[src/rtl/conv_8b_32b_pkg.sv]
// Shared definitions for the 8b<->32b width converters: byte-slot state encoding and lane geometry.
package conv_8b_32b_pkg;

   localparam int LANE_W     = 8;
   localparam int WORD_BYTES = 4;
   localparam int WORD_W     = LANE_W * WORD_BYTES;

   typedef enum logic [1:0] {
      S_B0 = 2'd0,
      S_B1 = 2'd1,
      S_B2 = 2'd2,
      S_B3 = 2'd3
   } byte_state_t;

   // Bit offset of byte slot idx in the word; MSB-first puts slot 0 in the top lane.
   function automatic logic [4:0] lane_lsb(input logic [1:0] idx, input logic msb_first);
      lane_lsb = msb_first ? {~idx, 3'b000} : {idx, 3'b000};
   endfunction

endpackage

[src/rtl/conv_8b_32b.sv]
// Packs a valid-qualified byte stream into 32-bit words; word out one cycle after byte 3, no bubbles.
// No backpressure: a gap in valid_in mid-word drops the partial word and pulses abort_out.
module conv_8b_32b
   import conv_8b_32b_pkg::*;
#(
   parameter bit MSB_FIRST = 1'b1
) (
   input  logic                clk_4f,
   input  logic                reset,
   input  logic [LANE_W-1:0]   data_in,
   input  logic                valid_in,
   output logic [WORD_W-1:0]   data_out,
   output logic                valid_out,
   output logic                abort_out
);

   byte_state_t        state;
   logic [WORD_W-1:0]  asm_q;
   logic [WORD_W-1:0]  word_next;

   always_comb begin
      word_next = asm_q;
      word_next[lane_lsb(state, MSB_FIRST) +: LANE_W] = data_in;
   end

   always_ff @(posedge clk_4f) begin
      if (reset) begin
         state     <= S_B0;
         asm_q     <= '0;
         data_out  <= '0;
         valid_out <= 1'b0;
         abort_out <= 1'b0;
      end else begin
         valid_out <= 1'b0;
         abort_out <= 1'b0;
         if (valid_in) begin
            case (state)
               S_B0: begin
                  asm_q <= word_next;
                  state <= S_B1;
               end
               S_B1: begin
                  asm_q <= word_next;
                  state <= S_B2;
               end
               S_B2: begin
                  asm_q <= word_next;
                  state <= S_B3;
               end
               default: begin
                  data_out  <= word_next;
                  valid_out <= 1'b1;
                  state     <= S_B0;
               end
            endcase
         end else if (state != S_B0) begin
            // Gap inside a word: drop it, keep the last completed word on data_out.
            abort_out <= 1'b1;
            state     <= S_B0;
         end
      end
   end

endmodule
[config.mk]
export PLATFORM = sky130hd
export DESIGN_NAME = conv_8b_32b
export DESIGN_NICKNAME = d
export VERILOG_FILES = /design/src/rtl/conv_8b_32b_pkg.sv /design/src/rtl/conv_8b_32b.sv
export SDC_FILE = /design/constraint.sdc
export NUM_CORES = 1
export LEC_CHECK = 0
export BUFFER_PORTS_ARGS = -buffer_cell sky130_fd_sc_hd__buf_4
export CAP_MARGIN = 20
export CORE_MARGIN = 2
export CORE_UTILIZATION = 45
export CTS_CLUSTER_DIAMETER = 100
export DETAILED_ROUTE_END_ITERATION = 6
export PLACE_DENSITY_LB_ADDON = 0.15
export REMOVE_ABC_BUFFERS = 1
export SYNTH_ARGS = -nofsm -noshare
export SYNTH_HDL_FRONTEND = slang
export SYNTH_SLANG_ARGS = --single-unit
export TNS_END_PERCENT = 10
[constraint.sdc]
create_clock -name clk_4f -period 1.9 [get_ports clk_4f]
set_input_delay 0.19 -clock clk_4f [delete_from_list [all_inputs] [get_ports clk_4f]]
set_output_delay 0.19 -clock clk_4f [all_outputs]
set_load 0.01 [all_outputs]
==> impl_metrics.py <==
metrics = {
    "run_status": {
        "outcome": "complete, no violations",
    },
    "global_route": {
        "grt_pass1_wl_mm": 10.5,
        "grt-ovfl-total": 0,
        "grt_max_degree": 25,
        "antenna_found_initial": 0,
        "grt_usage_pct": 22.0,
        "grt_pass1_vias": 2042,
    },
    "route": {
        "post-route-drc-count": 0,
        "dr.pass1.iters": 4,
        "routed_wl_mm": 6.35,
        "via_per_inst": 5.64,
        "dr_total_vias": 2177,
        "ant_nets": 0,
        "wl_per_cell_um": 16.5,
        "drtIter0Drc": 99,
    },
    "sta": {
        "fin_crit_sh_pct": 91.5,
        "rsz0062_at_grt": "no",
        "relSlewSlack_pct": 51.5,
        "period_needed_ps": 1740,
        "worstMarginPinSlew_ps": 726,
        "setup_viol": 0,
        "fmax_mhz": 575,
        "fin_setup_tns_ps": 0,
        "maxSlewViolCount": 0,
        "skew_ps": 6.00,
        "hold_viol": 0,
        "setup_ws_ps": 162,
    },
    "critical_path": {
        "path_class": "reg2reg",
        "worstPathRequired_ps": 2130,
        "worst_setup_path_start_kind": "flip-flop",
        "worstPathArrival_ps": 1960,
        "path_max_fanout": 8,
        "startpoint": "state[1]",
        "crit_path_end_kind": "flip-flop",
        "regToRegStartpoint": "state[1]",
    },
    "placed_design": {
        "portBuffers": 44,
        "dp_cells": 371,
        "placed_area_um2": 3000,
        "gp_congestion": 0.745,
        "dp_slack_ps": 152,
        "hpwl_mm": 3.98,
    },
    "synth": {
        "ys_ff_latch": 68,
        "synth_cell_types": 31,
        "seq_area_frac_synth_pct": 52.6,
        "synth_cells": 264,
        "synth_edf_count": 0,
        "ys_warn_count": 0,
        "synth-async-reset-ratio_pct": 0,
        "netlist_area_um2": 2590,
        "synth_flop_cell": "dfxtp_1",
        "postSynthAreaPerCell_um2": 9.80,
    },
    "layout": {
        "layout-drive-gt1-share_pct": 23.9,
        "syn_to_final_growth_pct": 22.7,
        "finalNonFillerCells": 386,
        "fillCellCount": 535,
        "antenna_cells": 0,
        "finalInstanceArea_um2": 3170,
        "nNetsFinal": 327,
    },
    "cts": {
        "cts_resized": 0,
        "path_clk_slew_ps": 70,
        "cts_tree": "done",
        "holdBufCountCts": 0,
        "post_cts_buffers": 0,
        "clock_path_buffers": 2,
        "cts_root_buf": "clkbuf_8",
        "numClockSinks": 68,
        "clk_latency_ps": 340,
        "cts-htree-levels": 3,
        "numCtsBuffers": 9,
    },
    "power_and_ir_drop": {
        "pwr_density_cell_nw_per_um2": 878,
        "peakVddDrop_v": 0.000430,
        "leakage_nw": 1.28,
    },
    "die": {
        "rows": 27,
        "dieArea_um2": 6370,
        "core-area_um2": 5540,
        "die_x_um": 79.8,
        "initial_core_util_pct": 46.7,
        "die_y_um": 79.8,
        "num_io_pins": 45,
    },
    "min_path": {
        "min_path_type": "in2reg",
        "worstHoldStart": "data_in[0]",
    },
    "flow_run": {
        "cap_violations": 0,
    },
}
==> cell usage after synthesis, types with 8 or more instances <==
master | count | share of area (%)
a21oi_1 | 18 | 3.5
a221oi_1 | 16 | 5.4
a32o_1 | 8 | 3.1
a32oi_1 | 16 | 5.4
and2_1 | 9 | 2.2
dfxtp_1 | 68 | 53
nand2_1 | 20 | 2.9
nand3_1 | 8 | 1.5
nand3b_1 | 10 | 2.9
nor2_1 | 33 | 4.8
o21ai_0 | 16 | 3.1
==> worst max-delay path, cell delays in order (launching register included) <==
cell and delay (ps):
dfxtp_1 410, inv_1 110, ha_2 410, and4b_1 320, a221oi_1 300, nor2_1 80
==> sequential cells by signal, indices dropped and copies added, names as in the netlist <==
signal / count
valid_out: 1
abort_out: 1
asm_q: 32
data_out: 32
state: 2
==> kinds of logic after synthesis <==
| kind of cell | share of synthesized area (%) |
|---|---|
| flip-flops | 52.6 |
| AND/OR/NAND/NOR | 19.2 |
| adder cells (fa/ha/maj) | 2.90 |
| AO/OA/AOI/OAI | 20.9 |
| buffers and inverters | 4.30 |
==> routing by layer <==
metal  part of all wire [%]  track usage, %
met1                     47            30.5
met4                    1.6            9.32
met3                    5.7            5.77
met5                      0               0
met2                     45            32.2
==> final timing paths <==
path | cells past startpoint | slack, ps | to
setup / recovery | 5 | 160 | data_out[4]
hold / removal | 2 | 120 | asm_q[16]
setup reg to reg | 5 | 160 | data_out[4]
hold reg to reg | 2 | 450 | data_out[9]
==> power breakdown <==
part           internal (mW)  leakage (nW)  total [mW]  switching, mW
logic                  0.104         0.646       0.283          0.179
registers               1.45         0.549        1.47         0.0175
clock network          0.534        0.0893        1.03          0.500
total                   2.09          1.28        2.79          0.697
==> through the flow <==
step / utilization [%] / hold WS [ps] / power, mW
floorplan: - / 259 / 1.65
global placement: 54.1 / 441 / 1.78
detailed placement: 54.1 / 445 / 1.78
CTS: 57.1 / 125 / 2.80
global route: 57.3 / 120 / 2.91
finish: 57.3 / 122 / 2.79
==> cell usage in the layout, fill, tap and decap left out, types with 2 or more instances in the layout <==
cell type	n
nand3b_1	10
nand3_1	8
a32o_1	8
ha_1	5
clkinv_2	2
nor2_1	33
buf_4	51
dfxtp_1	67
clkbuf_8	11
o21ai_0	16
a32oi_1	16
a221oi_1	15
and2_1	9
inv_1	6
a21oi_1	18
clkbuf_1	2
nand2_1	20
==> area by class of cell <==
class | count | area, um^2 | area share [%]
clock buffer | 13 | 159 | 5.01
clock inverter | 2 | 10.0 | 0.315
inverter | 7 | 26.3 | 0.828
multi-input combinational | 172 | 1120 | 35.4
sequential | 68 | 1360 | 42.9
tap | 72 | 90.1 | 2.84
timing repair buffer | 52 | 403 | 12.7
(Power assumes the default switching activity.)
